### config.mk
export PLATFORM = sky130hd
export DESIGN_NAME = ksa_swap_fsm
export DESIGN_NICKNAME = d
export VERILOG_FILES = /design/src/rtl/rc4_pkg.sv /design/src/rtl/ksa_swap_fsm.sv
export SDC_FILE = /design/constraint.sdc
export NUM_CORES = 1
export LEC_CHECK = 0
export ABC_AREA = 1
export BUFFER_PORTS_ARGS = -buffer_cell sky130_fd_sc_hd__buf_2
export CORE_ASPECT_RATIO = 1.5
export CORE_MARGIN = 3
export CORE_UTILIZATION = 35
export DETAILED_ROUTE_END_ITERATION = 8
export PLACE_DENSITY_LB_ADDON = 0.2
export SETUP_SLACK_MARGIN = 0.4
export SYNTH_ARGS = -nofsm -noshare
export SYNTH_HDL_FRONTEND = slang
export SYNTH_SLANG_ARGS = --single-unit
### constraint.sdc
create_clock -name clk -period 6.7 [get_ports clk]
set_clock_uncertainty 0.15 [all_clocks]
set_input_delay 0.335 -clock clk [delete_from_list [all_inputs] [get_ports clk]]
set_output_delay 0.335 -clock clk [all_outputs]
set_load 0.01 [all_outputs]
### src/rtl/rc4_pkg.sv
// Shared RC4 datapath definitions: KSA state encoding and S-array geometry.
package rc4_pkg;

    localparam int S_SIZE      = 256;
    localparam int ADDR_W      = 8;
    localparam int KEY_LEN_DEF = 3;

    typedef enum logic [3:0] {
        IDLE,
        READ_I,
        WAIT_I,
        CAP_I,
        READ_J,
        WAIT_J,
        CAP_J,
        WR_I,
        WR_J,
        DONE
    } ksa_state_t;

endpackage

### src/rtl/ksa_swap_fsm.sv
// RC4 key-scheduling pass over the single-port S RAM: j += s[i] + key[i mod KEY_LEN],
// then swap s[i]/s[j]. Eight clocks per i; RAM outputs are registered on state entry.
module ksa_swap_fsm
    import rc4_pkg::*;
#(
    parameter int KEY_LEN = KEY_LEN_DEF
) (
    input  logic                  clk,
    input  logic                  reset,
    input  logic                  start,
    input  logic [8*KEY_LEN-1:0]  secret_key,
    output logic [ADDR_W-1:0]     address,
    output logic [7:0]            data,
    output logic                  wren,
    input  logic [7:0]            q,
    output logic                  ksa_active,
    output logic                  done_flag
);

    localparam int KW = (KEY_LEN > 1) ? $clog2(KEY_LEN) : 1;

    ksa_state_t        r_state, w_state_nxt;
    logic [7:0]        r_i, r_j, r_si;
    logic [KW-1:0]     r_k;
    logic [ADDR_W-1:0] r_addr, w_addr_nxt;
    logic [7:0]        r_data, w_data_nxt;
    logic              r_wren, w_wren_nxt;
    logic              r_done;
    logic [7:0]        w_j_new;
    logic              w_idle_or_done;

    // key[0] sits in the most significant byte of secret_key
    function automatic logic [7:0] key_byte(input logic [8*KEY_LEN-1:0] key,
                                            input logic [KW-1:0] k);
        return key[8*(KEY_LEN-1-int'(k)) +: 8];
    endfunction

    assign w_j_new        = r_j + q + key_byte(secret_key, r_k);
    assign w_idle_or_done = (r_state == IDLE) || (r_state == DONE);

    assign address    = r_addr;
    assign data       = r_data;
    assign wren       = r_wren;
    assign done_flag  = r_done;
    assign ksa_active = !w_idle_or_done;

    always_comb begin
        w_state_nxt = r_state;
        w_addr_nxt  = r_addr;
        w_data_nxt  = r_data;
        w_wren_nxt  = 1'b0;
        case (r_state)
            IDLE, DONE: if (start) begin
                w_state_nxt = READ_I;
                w_addr_nxt  = '0;
            end
            READ_I: w_state_nxt = WAIT_I;
            WAIT_I: w_state_nxt = CAP_I;
            CAP_I: begin
                w_state_nxt = READ_J;
                w_addr_nxt  = w_j_new;
            end
            READ_J: w_state_nxt = WAIT_J;
            WAIT_J: w_state_nxt = CAP_J;
            CAP_J: begin
                // q holds s[j] this cycle; it goes straight out as the s[i] write data
                w_state_nxt = WR_I;
                w_addr_nxt  = r_i;
                w_data_nxt  = q;
                w_wren_nxt  = 1'b1;
            end
            WR_I: begin
                w_state_nxt = WR_J;
                w_addr_nxt  = r_j;
                w_data_nxt  = r_si;
                w_wren_nxt  = 1'b1;
            end
            WR_J: begin
                if (r_i == 8'hFF) begin
                    w_state_nxt = DONE;
                end else begin
                    w_state_nxt = READ_I;
                    w_addr_nxt  = r_i + 8'd1;
                end
            end
            default: w_state_nxt = IDLE;
        endcase
    end

    always_ff @(posedge clk or posedge reset) begin
        if (reset) begin
            r_state <= IDLE;
            r_i     <= '0;
            r_j     <= '0;
            r_k     <= '0;
            r_si    <= '0;
            r_addr  <= '0;
            r_data  <= '0;
            r_wren  <= 1'b0;
            r_done  <= 1'b0;
        end else begin
            r_state <= w_state_nxt;
            r_addr  <= w_addr_nxt;
            r_data  <= w_data_nxt;
            r_wren  <= w_wren_nxt;
            if (w_idle_or_done && start) begin
                r_i    <= '0;
                r_j    <= '0;
                r_k    <= '0;
                r_done <= 1'b0;
            end else if (r_state == DONE) begin
                // flag trails the DONE state by one clock
                r_done <= 1'b1;
            end
            if (r_state == CAP_I) begin
                r_si <= q;
                r_j  <= w_j_new;
            end
            if (r_state == WR_J && r_i != 8'hFF) begin
                r_i <= r_i + 8'd1;
                r_k <= (r_k == KW'(KEY_LEN-1)) ? '0 : r_k + 1'b1;
            end
        end
    end

endmodule

Yosys cells after proc, flatten, opt, wreduce, memory -nomap -nowiden
Index checks and enable logic that the tools add are counted.

Register bits: 48. Output and inout bits: 19.

Add/sub/neg operators: 5. Equality and inequality tests: 14. Muxes and demuxes: 16. Shift-type cells: 1. Reduce and logical (&&, ||, !) cells: 13.

Operators by type and width (count): 8-bit 2-to-1 mux (5); 8-bit case mux with 5 select lines (1); 4-bit case mux with 9 select lines (1); 24-bit by 6-bit variable part select with 8-bit output (1); 8-bit adder (2); 4-bit by 3-bit equality test with 1-bit output (second input constant) (4); 8-bit case mux with 2 select lines (1); 8-bit by 1-bit adder with 8-bit output (second input constant) (1); 4-bit by 2-bit equality test with 1-bit output (second input constant) (2); 4-bit equality test (second input constant) (2); 8-bit equality test (second input constant) (1); 4-bit 2-to-1 mux (2); 8-bit != test (second input constant) (1); 2-bit nonzero test (4); 2-bit 2-to-1 mux (3); 5-bit nonzero test (1); 4-bit by 1-bit equality test with 1-bit output (second input constant) (1); 4-bit logical NOT (1); 2-bit != test (second input constant) (2); 2-bit OR reduction (2); 1-bit 2-to-1 mux (3); 3-bit AND reduction (1); 2-bit by 2-bit subtractor with 3-bit output (first input constant) (1); 2-bit by 1-bit adder with 2-bit output (second input constant) (1); 4 further kinds (5).

Logic depth before layout (Yosys ltp)
Gate-level depths: netlist (run 1).

Word-level depth: 5. Depth in mapped cells: 22. Gate-level depth less buffers: 20.

Least setup slack after synthesis (run 1)
No wires, ideal clock.

Path kind: register to register. From: register r_k[0]. To: register r_addr[5] (netlist: address[5]). Setup slack: 3.184 ns. Cell stages (with the launch flop): 17. Buffers on the path: 2. Arrival: 3.243 ns. Path through: dfrtp_1 -> inv_1 -> buf_1 -> ha_1 -> buf_2 -> nand2_1 -> o221ai_1 -> fa_1 -> inv_1 -> ha_1 -> fa_1 -> nand3_1 -> nand2_1 -> o21ai_0 -> o21ai_0 -> o21ai_0 -> nand2_1.

Longest elaborated chain between the ends: 4.

Ends and longest elaborated chain: start, declared (line ksa_swap_fsm.sv:24) `logic [KW-1:0] r_k;`; start signal, assigned (line ksa_swap_fsm.sv:121) `r_k <= (r_k == KW'(KEY_LEN-1)) ? '0 : r_k + 1'b1;`; 2-bit by 2-bit subtractor with 3-bit output (line ksa_swap_fsm.sv:35) `return key[8*(KEY_LEN-1-int'(k)) +: 8];`; 24-bit by 6-bit variable part select with 8-bit output (line ksa_swap_fsm.sv:35); 8-bit adder (line ksa_swap_fsm.sv:38) `assign w_j_new = r_j + q + key_byte(secret_key, r_k);`; 8-bit case mux with 5 select lines (line ksa_swap_fsm.sv:52) `case (r_state)`; end signal, assigned (line ksa_swap_fsm.sv:103) `r_addr <= w_addr_nxt;`; end, declared (line ksa_swap_fsm.sv:25) `logic [ADDR_W-1:0] r_addr, w_addr_nxt;`.

Every way passes these cells. A chain may end at the register's enable or synchronous reset.

Worst setup path in the final report (run 1)
Same ends and word-level chain as after synthesis.

==> metrics, run 1 <==
status complete, no violations; Clock Pin Slew Worst Setup and Hold Paths 0.07 ns; DRT iter0 DRCs around 130; fin crit share 56.6%; met2 Use GR 31.4%; CTS sink cnt 48; first-pass GRT wire length about 12 mm; die area slightly above 9000 µm²; Syn Inst Count 365; # DRC 0; largest net degree at the start of global routing between 40 and 50; Clk Latency, worst-skew pair between 0.2 and 0.3 ns; WP buf/inv 2; IO Pins 54; CTS Buf Count 5; Core Area 7810 µm²; Global Route Usage Sum about 17%; slew margin rel. 53.0%; worst hold slack 0.0407 ns; RR Endpoint address[5]$_DFFE_PP0P_; Vias/cell 4.89; Pwr Total 1.68 mW; EDFF count, synth 0; gp weighted congestion 0.801; worst slew pin tran approximately 0.70 ns; Synth async-reset ratio 100%; Layout area overhead 17.4%; die width 80.0 µm; postcts setup bufs 0; # hold bufs at CTS 0; Syn Std Cell Area 2870 µm²; number of H-tree levels 2; GR Layer Usage met1 between 20% and 30%; CTS max path bufs 2; FF-to-FF setup slack approximately 2.9 ns; CTS tree yes; Fin Setup TNS 0 ns; Lkg Pwr between 1.5 and 2 nW; IO Port Bufs 53; RSZ-0062 raised after global routing no; first-pass iteration count of the detailed router 4; startpoint class of the critical path flip-flop; worst setup path class flip-flop to flip-flop; Most common cell on crit path o21ai_0; initial antenna violation count 0; crit-path cells inv_1 > ha_1 > a21oi_1 > nor2_1 > o221ai_1 > fa_1 > inv_1 > ha_1 > fa_1 > nand3_1 > nand2_1 > o21ai_0 > o21ai_0 > o21ai_0 > nand2_1; met3 Use GR under 10%; r2r startpoint r_k[0]$_DFFE_PP0P_; CP Capture Type flip-flop; Power Dens Cells 499 nW/µm²; remaining global-route overflow 0; Synth Net Count 418; share of layout cells above drive strength 1 16.7%; Slew Limit Fails 0; WP data required roughly 6.7 ns; vias in the first global route around 2500; CP max-delay cell ha_1; Initial Util 36.8%; max incr delay on CP 0.51 ns; GR peak layer met2; Die H 117 µm; nets approximately 470; PostCTS Resize Cnt 0; Final Hold Fails 0; Top FF cell, synth dfrtp_1; f_max approximately 0.26 GHz; min Tclk post-route 3.79 ns; Hold Path Class input port to async pin; worst r2r path cells 15; Routed Antenna Nets 0; Distinct cells, synth 30; Data arrival, critical path 3.82 ns; cell family with most CP delay adder cells; Final setup viols 0; max_cap viols 0; Root Driver clkbuf_16; post-synthesis sequential area ratio 41.8%; #FFs+latches synth between 40 and 50; # diodes 0; Finished Core Util between 40% and 50%; routed wire length 7.37 mm; Ys Warns 0; syn_area_per_cell 7.87 µm²; CP Max Fanout 15; DPL Wire Length between 5 and 6 mm; Rows 39; post-DR wirelength/cell 14.1 µm; worst ir drop on vdd 0.166 mV; via count 2554
[cell usage after synthesis (2+ instances only)]
library cell | number | share of area (%)
a21oi_1 | 12 | 2.1
clkbuf_1 | 2 | 0.26
dfrtp_1 | 48 | 42
fa_1 | 8 | 5.6
ha_1 | 10 | 4.4
inv_1 | 63 | 8.2
nand2_1 | 93 | 12
nand2_2 | 2 | 0.44
nand3_1 | 27 | 4.7
nand4_1 | 3 | 0.65
nor2_1 | 17 | 2.2
nor2_4 | 2 | 0.78
nor3_1 | 5 | 0.87
o211ai_1 | 7 | 1.8
o21ai_0 | 33 | 5.7
o21ai_1 | 2 | 0.35
o21ai_2 | 2 | 0.61
o221ai_1 | 2 | 0.61
o22ai_1 | 14 | 3.0
xor2_1 | 3 | 0.91
[sequential cells by signal, indices dropped and copies added, names as in the netlist]
name	flops
data	8
wren	1
r_k	2
r_i	8
r_state	4
address	8
r_j	8
done_flag	1
r_si	8
[worst max-delay path by stage]
stage / from / endpoint / slack, ns / depth (start not counted)
6_report: r_k[0]$_DFFE_PP0P_ / address[5]$_DFFE_PP0P_ / 2.91 / 15
5_1_grt: r_k[0]$_DFFE_PP0P_ / address[5]$_DFFE_PP0P_ / 2.54 / 15
4_1_cts: r_k[0]$_DFFE_PP0P_ / address[5]$_DFFE_PP0P_ / 2.91 / 15
3_5_place_dp: r_k[0]$_DFFE_PP0P_ / address[5]$_DFFE_PP0P_ / 2.96 / 15
3_3_place_gp: r_k[0]$_DFFE_PP0P_ / address[5]$_DFFE_PP0P_ / 3.10 / 15
2_1_floorplan: r_k[0]$_DFFE_PP0P_ / address[5]$_DFFE_PP0P_ / 3.18 / 16
[worst register-to-register path, delay by kind of cell, from the launching register on]
kind	cells	cell delay, ns
adder cells (fa/ha/maj)	4	1.67
AO/OA/AOI/OAI	5	0.73
flip-flops	1	0.48
AND/OR/NAND/NOR	4	0.35
buffers and inverters	2	0.29
[report_power, final]
| part | total (mW) | internal (mW) | switching [mW] |
|---|---|---|---|
| logic | 0.948 | 0.340 | 0.607 |
| registers | 0.494 | 0.414 | 0.0802 |
| clock network | 0.242 | 0.136 | 0.106 |
[metal layers]
layer / part of all wire (%) / routed length (µm)
met1: 43 / 3140
met2: 52 / 3840
met3: 3.7 / 269
met4: 1.5 / 114
met5: 0 / 0
[area by class of cell]
| type | instances | area (µm²) |
|---|---|---|
| fill | 807 | 4440 |
| multi-input combinational | 247 | 1400 |
| sequential | 48 | 1200 |
| timing repair buffer | 54 | 273 |
| inverter | 64 | 240 |
| clock buffer | 6 | 129 |
| tap | 102 | 128 |
| clock inverter | 1 | 5.00 |
[cell families after synthesis]
group | after synthesis | share of synthesized area [%]
compound gates | 75 | 15.3
xor+xnor | 3 | 0.915
fa+ha+maj | 18 | 9.93
buf+inv | 70 | 9.58
flops | 48 | 41.8
simple gates | 151 | 22.5
[placed cells by master, fill, tap and decap left out, types with 2 or more instances in the layout]
cell type / netlist / routed
o221ai_1: 2 / 2
nor2_4: 2 / 2
nand2_2: 2 / 2
inv_1: 63 / 62
o21ai_0: 33 / 33
buf_2: 1 / 53
fa_1: 8 / 8
nand4_1: 3 / 3
nor3_1: 5 / 5
o21ai_2: 2 / 2
o21ai_1: 2 / 2
nand3_1: 27 / 27
clkbuf_16: 0 / 5
o211ai_1: 7 / 7
a21oi_1: 12 / 12
dfrtp_1: 48 / 48
nand2_1: 93 / 93
o22ai_1: 14 / 14
ha_1: 10 / 10
nor2_1: 17 / 17
xor2_1: 3 / 3
[stage by stage]
| step | instance area, µm² | worst slack (ns) | instances |
|---|---|---|---|
| 6_report | 3370 | 2.91 | 522 |
| 5_1_grt | 3370 | 2.54 | 522 |
| 4_1_cts | 3370 | 2.91 | 522 |
| 3_5_place_dp | 3240 | 2.96 | 515 |
| 3_3_place_gp | 3240 | 3.10 | 515 |
| 2_1_floorplan | 2870 | 3.18 | 365 |
Power figures use the tool's default switching activity.
==> run 2: changes to the inputs <==
--- a/config.mk
+++ b/config.mk
@@ -5,7 +5,7 @@
 export SDC_FILE = /design/constraint.sdc
 export NUM_CORES = 1
 export LEC_CHECK = 0
-export ABC_AREA = 1
+export ABC_AREA = 0
 export BUFFER_PORTS_ARGS = -buffer_cell sky130_fd_sc_hd__buf_2
 export CORE_ASPECT_RATIO = 1.5
 export CORE_MARGIN = 3
==> constraint.sdc (replaced) <==
create_clock -name clk -period 3.1 [get_ports clk]
set_clock_uncertainty 0.15 [all_clocks]
set_input_delay 0.155 -clock clk [delete_from_list [all_inputs] [get_ports clk]]
set_output_delay 0.155 -clock clk [all_outputs]
set_load 0.01 [all_outputs]
==> run 2 against run 1 <==
  * The run now ends with hold timing, setup timing left
  * Largest cell class unchanged
  * First-iteration DRC count shrank 32%
  * Highest routed layer unchanged
  * Clock power grew 130%
  * Setup slack lost 3.1 ns
  * Wire length grew 5.2%
  * Critical endpoint unchanged
  * Flip-flop and latch count is the same
==> metrics, run 2 <==
vias in the first global route 2553 (was 2548); pre-CTS WS -0.257 ns (was 2.96 ns); DPL Wire Length 5.89 mm (was 5.83 mm); register area 1200 µm² (unchanged); WP data required 3.12 ns (was 6.72 ns); fin crit share 105% (was 56.6%); dpl cells 472 (was 515); slew margin rel. 32.3% (was 53.0%); metal2 WL 4.42 mm (was 3.84 mm); CTS max path bufs 2 (unchanged); Synth async-reset ratio 100% (unchanged); die width 82.2 µm (was 80.0 µm); Rows 41 (was 39); max incr delay on CP 0.52 ns (was 0.51 ns); Lkg Pwr 1.85 nW (was 1.79 nW); Layout area overhead 29.7% (was 17.4%); met1 WL 3.09 mm (was 3.14 mm); CTS Buf Count 5 (unchanged); CTS sink cnt 48 (unchanged); remaining global-route overflow 0 (unchanged); Vias/cell 5.05 (was 4.89); # diodes 0 (unchanged); DRT iter0 DRCs 89 (was 131); IO Port Bufs 53 (unchanged); Clock Pin Slew Worst Setup and Hold Paths 0.07 ns (about the same); # DRC 0 (unchanged); worst setup margin -0.159 ns (was 2.91 ns); f_max 0.307 GHz (was 0.264 GHz); Power Dens Cells 1220 nW/µm² (was 499 nW/µm²); Yosys top cell area share 39.4% (was 41.8%); main area contributors after synthesis dfrtp_1 39%, fa_1 5.3%, nand2_1 4.4%, ha_1 4.1%, mux2i_1 3.0% (was dfrtp_1 42%, nand2_1 12%, inv_1 8.2%, o21ai_0 5.7%, fa_1 5.6%); largest net degree at the start of global routing 49 (unchanged); Synth Net Count 360 (was 418); Ys Warns 0 (unchanged); EDFF count, synth 0 (unchanged); non-filler instance count after layout 495 (was 522); Clk Latency, worst-skew pair 0.29 ns (about the same); Final Hold Fails 48 (was 0); Final setup viols 8 (was 0); cell with the most instances after synthesis dfrtp_1 (was nand2_1); Core Area 8460 µm² (was 7810 µm²); Top FF cell, synth dfrtp_1 (unchanged); via count 2502 (was 2554); r2r startpoint r_k[0]$_DFFE_PP0P_ (unchanged); Most common cell on crit path ha_4 (was o21ai_0); multi-input logic area 1840 µm² (was 1400 µm²); startpoint class of the critical path flip-flop (unchanged); Root Driver clkbuf_16 (unchanged); status complete, but fails checks (was complete, no violations); Distinct cells, synth 52 (was 30); first-pass GRT wire length 12.8 mm (was 12.3 mm); failing checks hold timing, setup timing; Global Route Usage Sum 16.8% (was 17.4%); number of H-tree levels 2 (unchanged); post-DR wirelength/cell 15.7 µm (was 14.1 µm); RSZ-0062 raised after global routing yes (was no); Top Layer Used met4 (unchanged); Crit. Startpoint r_k[0]$_DFFE_PP0P_ (unchanged); commonest non-fill, non-tap cell in the layout buf_2 (was nand2_1); min Tclk post-route 3.26 ns (was 3.79 ns); CP Capture Type flip-flop (unchanged); routed wire length 7.75 mm (was 7.37 mm); CP max-delay cell fa_1 (was ha_1); Initial Util 36.0% (was 36.8%); worst slew pin tran 1.01 ns (was 0.704 ns); CP Max Fanout 6 (was 15); worst ir drop on vdd 0.406 mV (was 0.166 mV); Data arrival, critical path 3.28 ns (was 3.82 ns); share of layout cells above drive strength 1 37.1% (was 16.7%); initial antenna violation count 0 (unchanged); Syn Std Cell Area 3050 µm² (was 2870 µm²); gp weighted congestion 0.836 (was 0.801); crit-path cells inv_4 > ha_4 > and2_4 > nand2_2 > o21ai_2 > nand2b_1 > fa_1 > inv_2 > ha_4 > fa_2 > a21oi_2 > o21bai_1 > xor2_1 > nand2_1 > a31oi_1 > a31o_1 (was inv_1 > ha_1 > a21oi_1 > nor2_1 > o221ai_1 > fa_1 > inv_1 > ha_1 > fa_1 > nand3_1 > nand2_1 > o21ai_0 > o21ai_0 > o21ai_0 > nand2_1); post-synthesis sequential area ratio 39.4% (was 41.8%); syn_area_per_cell 9.92 µm² (was 7.87 µm²); nets 440 (was 473); worst hold slack -0.0374 ns (was 0.0407 ns); Die H 120 µm (was 117 µm); die area 9880 µm² (was 9350 µm²); FILL cells 829 (was 807); Slew Limit Fails 0 (unchanged); Hold Path Class input port to async pin (unchanged); commonest cells in the netlist 48 x dfrtp_1, 36 x nand2_1, 20 x inv_1, 16 x nor2_1, 14 x o21ai_0 (was 93 x nand2_1, 63 x inv_1, 48 x dfrtp_1, 33 x o21ai_0, 27 x nand3_1); IO Pins 54 (unchanged); #FFs+latches synth 48 (unchanged); most frequent cells in the layout 53 x buf_2, 48 x dfrtp_1, 34 x nand2_1 (was 93 x nand2_1, 62 x inv_1, 53 x buf_2); worst setup path class flip-flop to flip-flop (unchanged); met3 WL post-DR 179 µm (was 269 µm); max_cap viols 0 (unchanged); CTS tree yes (unchanged); Syn Inst Count 307 (was 365); Routed Antenna Nets 0 (unchanged); Synth area leader dfrtp_1 (unchanged); first-pass iteration count of the detailed router 4 (unchanged)
## run 2: cell count changes in the layout (fill, tap and decap cells not counted), moves of 11 or more
cell,previous run,this run
o22ai_1,14,1
o31ai_1,0,11
buf_4,1,25
nand3_1,27,8
nand2_1,93,34
o21ai_0,33,10
inv_1,62,15
## run 2: per-stage QoR
step / hold slack (ns) / total power, mW / TNS (ns) / instance area (µm²) / util, %
2_1_floorplan: 0.140 / 2.90 / -0.927 / 3100 / -
3_3_place_gp: 0.246 / 3.65 / -1.02 / 3530 / 41.7
3_5_place_dp: 0.253 / 3.66 / -1.11 / 3530 / 41.7
4_1_cts: 0.0121 / 4.61 / -0.795 / 3870 / 45.8
5_1_grt: 0.0250 / 5.23 / -2.29 / 3950 / 46.7
6_report: -0.0374 / 4.81 / -0.830 / 3950 / 46.7
## run 2: final cells by class
class                           count  share of cell area, %
Clock buffer                        7                   3.61
Clock inverter                      1                  0.190
Inverter                           20                   1.96
Multi-Input combinational cell    225                   46.5
Sequential cell                    48                   30.4
Tap cell                          107                   3.39
Timing Repair Buffer               87                   13.9
## run 2: worst paths after layout
check | endpoint | slack [ns] | cells past startpoint
worst max register to register | address[5]$_DFFE_PP0P_ | -0.16 | 16
worst min-delay path | r_state[2]$_DFFE_PP0P_ | -0.04 | 2
worst max-delay path | address[5]$_DFFE_PP0P_ | -0.16 | 16
min in group clk | r_si[0]$_DFFE_PP0P_ | 0.01 | 2
worst min register to register | r_si[7]$_DFFE_PP0P_ | 0.34 | 1
max in group asynchronous | r_j[7]$_DFFE_PP0P_ | 2.21 | 2
## run 2: what timing repair did
action,in CTS,in global routing
endpoints found under the setup margin,13,14
resized for setup,21,14
pin swaps,20,10
setup buffers,8,3
hold endpoints to repair,4,0
hold buffers,4,0
## run 2: power by group
part / switching, mW / internal [mW] / leakage [nW]
Clock: 0.231 / 0.322 / 0.0701
Combinational: 1.48 / 1.61 / 1.17
Sequential: 0.269 / 0.899 / 0.615
## run 2: cells by family (layout without fill, tap and decap cells)
| family | count (synthesis) | after routing | share of synthesized area, % |
|---|---|---|---|
| simple gates | 99 | 99 | 17.7 |
| compound gates | 76 | 76 | 17.1 |
| flops | 48 | 48 | 39.4 |
| buf+inv | 34 | 115 | 5.46 |
| mux | 20 | 20 | 7.03 |
| fa+ha+maj | 18 | 18 | 9.37 |
| xor+xnor | 12 | 12 | 3.90 |
## run 2: per-layer routing
metal  GRT usage (%)  vias up
met5               0        -
met1            19.7     1215
met2            31.7       35
met4            3.64        0
li1                -     1248
met3            1.79        4
## run 2: critical path, delay by kind of cell (launching register included)
kind / cells / cell delay (ns)
flops: 1 / 0.39
fa+ha+maj: 4 / 1.35
compound gates: 5 / 0.58
buf+inv: 2 / 0.10
simple gates: 4 / 0.43
xor+xnor: 1 / 0.14
==> run 3: changes to the inputs <==
--- a/config.mk
+++ b/config.mk
@@ -12,6 +12,7 @@
 export CORE_UTILIZATION = 35
 export DETAILED_ROUTE_END_ITERATION = 8
 export PLACE_DENSITY_LB_ADDON = 0.2
+export RECOVER_POWER = 50
 export SETUP_SLACK_MARGIN = 0.4
 export SYNTH_ARGS = -nofsm -noshare
 export SYNTH_HDL_FRONTEND = slang
==> run 3 against run 2 <==
  * The flow finishes with violations (capacitance limit, slew limit, setup timing)
  * Core utilization decreased by 0.059 points
  * Setup slack barely moved
  * Power about the same
  * Largest power group unchanged
  * Clock-buffer cell count is the same
  * Cell count stayed put
  * Combinational power hardly changed
  * Sequential share of layout area barely moved
  * Sequential power hardly changed
  * Register-to-register slack barely moved
  * Cell area is 0.13% lower
  * Largest cell class unchanged
  * Clock power about the same
  * Flip-flop and latch count is the same
==> metrics, run 3 (synthesized netlist as in run 2, its figures left out) <==
IO Pins 54 (unchanged); WP data required 3.12 ns (about the same); Most common cell on crit path ha_4 (unchanged); vias in the first global route 2553 (unchanged); CTS tree yes (unchanged); worst slew pin tran 1.84 ns (was 1.01 ns); number of H-tree levels 2 (unchanged); Initial Util 36.0% (unchanged); max_cap viols 1 (was 0); non-filler instance count after layout 495 (unchanged); Slew Limit Fails 49 (was 0); Global Route Usage Sum 16.8% (unchanged); min Tclk post-route 3.26 ns (about the same); Layout area overhead 29.5% (was 29.7%); slew margin rel. -22.6% (was 32.3%); commonest non-fill, non-tap cell in the layout buf_2 (unchanged); Routed Antenna Nets 0 (unchanged); Clock Pin Slew Worst Setup and Hold Paths 0.06 ns (was 0.07 ns); DRT iter0 DRCs 89 (unchanged); gp weighted congestion 0.836 (unchanged); CTS max path bufs 2 (unchanged); CP Capture Type flip-flop (unchanged); fin crit share 105% (about the same); Hold Path Class input port to flip-flop (was input port to async pin); failing checks capacitance limit, slew limit, setup timing (was hold timing, setup timing); Root Driver clkbuf_16 (unchanged); worst setup path class flip-flop to flip-flop (unchanged); status complete, but fails checks (unchanged); RSZ-0062 raised after global routing yes (unchanged); via count 2497 (was 2502); Vias/cell 5.04 (was 5.05); # DRC 0 (unchanged); DPL Wire Length 5.89 mm (unchanged); Final setup viols 8 (unchanged); startpoint class of the critical path flip-flop (unchanged); Rows 41 (unchanged); worst setup margin -0.159 ns (about the same); post-DR wirelength/cell 15.7 µm (about the same); dpl cells 472 (unchanged); worst ir drop on vdd 0.406 mV (about the same); first-pass GRT wire length 12.8 mm (unchanged); most frequent cells in the layout 49 x buf_2, 48 x dfrtp_1, 34 x nand2_1 (was 53 x buf_2, 48 x dfrtp_1, 34 x nand2_1); Die H 120 µm (unchanged); # diodes 0 (unchanged); Power Dens Cells 1220 nW/µm² (about the same); Clk Latency, worst-skew pair 0.29 ns (about the same); max incr delay on CP 0.52 ns (about the same); initial antenna violation count 0 (unchanged); routed wire length 7.76 mm (was 7.75 mm); Final Hold Fails 0 (was 48); IO Port Bufs 53 (unchanged); CP Max Fanout 6 (unchanged); Final Instance Area 3940 µm² (was 3950 µm²); Lkg Pwr 1.84 nW (was 1.85 nW); f_max 0.307 GHz (about the same); CTS sink cnt 48 (unchanged); placed cell area 3530 µm² (unchanged); Pwr Total 4.81 mW (about the same); Core Area 8460 µm² (unchanged); die area 9880 µm² (unchanged); worst hold slack 0.0102 ns (was -0.0374 ns); CP max-delay cell fa_1 (unchanged); die width 82.2 µm (unchanged); nets 440 (unchanged); crit-path cells inv_4 > ha_4 > and2_4 > nand2_2 > o21ai_2 > nand2b_1 > fa_1 > inv_2 > ha_4 > fa_2 > a21oi_2 > o21bai_1 > xor2_1 > nand2_1 > a31oi_1 > a31o_1 (unchanged); largest net degree at the start of global routing 49 (unchanged); first-pass iteration count of the detailed router 4 (unchanged); Data arrival, critical path 3.28 ns (about the same); share of layout cells above drive strength 1 35.8% (was 37.1%); remaining global-route overflow 0 (unchanged); CTS Buf Count 5 (unchanged)
## run 3: changes by cell type in the layout (fill, tap and decap cells not counted)
| cell | delta |
|---|---|
| inv_2 | -1 |
| inv_1 | +1 |
| buf_2 | -4 |
| clkbuf_1 | +4 |
## run 3: final timing paths
path | startpoint | end | slack [ns] | cells after the start
max | r_k[0]$_DFFE_PP0P_ | address[5]$_DFFE_PP0P_ | -0.16 | 16
min | q[0] | r_si[0]$_DFFE_PP0P_ | 0.01 | 2
max reg2reg | r_k[0]$_DFFE_PP0P_ | address[5]$_DFFE_PP0P_ | -0.16 | 16
min reg2reg | r_si[7]$_DFFE_PP0P_ | r_si[7]$_DFFE_PP0P_ | 0.34 | 1
max in group asynchronous | reset | r_j[7]$_DFFE_PP0P_ | 1.43 | 2
min in group asynchronous | reset | r_state[2]$_DFFE_PP0P_ | 0.30 | 2
## run 3: stage by stage
stage	setup TNS, ns	worst slack (ns)	utilization (%)
2_1_floorplan	-0.927	-0.271	-
3_3_place_gp	-1.02	-0.235	41.7
3_5_place_dp	-1.11	-0.257	41.7
4_1_cts	-0.795	-0.190	45.8
5_1_grt	-2.29	-0.326	46.6
6_report	-0.831	-0.159	46.6
## run 3: layout make-up
| class | instances | area (µm²) |
|---|---|---|
| clock buffers | 7 | 143 |
| clock inverters | 1 | 7.51 |
| fillers | 833 | 4520 |
| inverters | 20 | 77.6 |
| multi-input cells | 225 | 1840 |
| flip-flops and latches | 48 | 1200 |
| well taps | 107 | 134 |
| repair buffers | 87 | 544 |
## run 3: critical path, delay by kind of cell (launching register included)
| kind | cells | cell delay, ns |
|---|---|---|
| flip-flops | 1 | 0.39 |
| adder cells (fa/ha/maj) | 4 | 1.35 |
| AO/OA/AOI/OAI | 5 | 0.58 |
| XOR/XNOR | 1 | 0.14 |
| buffers and inverters | 2 | 0.10 |
| AND/OR/NAND/NOR | 4 | 0.43 |
## run 3: routing by layer
layer / vias to the layer above / part of all wire, % / routed length (µm) / global-route usage, %
met1: 1212 / 40 / 3100 / 19.7
li1: 1248 / - / - / -
met3: 4 / 2.2 / 172 / 1.79
met5: - / 0 / 0 / 0
met2: 33 / 57 / 4420 / 31.7
met4: 0 / 0.84 / 65 / 3.64
## run 3: power breakdown
| part | leakage [nW] | internal, mW | switching, mW |
|---|---|---|---|
| logic | 1.15 | 1.61 | 1.48 |
| registers | 0.615 | 0.899 | 0.271 |
| clock network | 0.0701 | 0.322 | 0.230 |
| total | 1.84 | 2.83 | 1.98 |
## run 3: timing repair
item	in CTS	in global routing
endpoints found under the hold margin	4	0
gates resized for setup	21	14
hold buffers	4	0
setup endpoints to repair	13	14
pin swaps	20	10
setup buffers	8	3
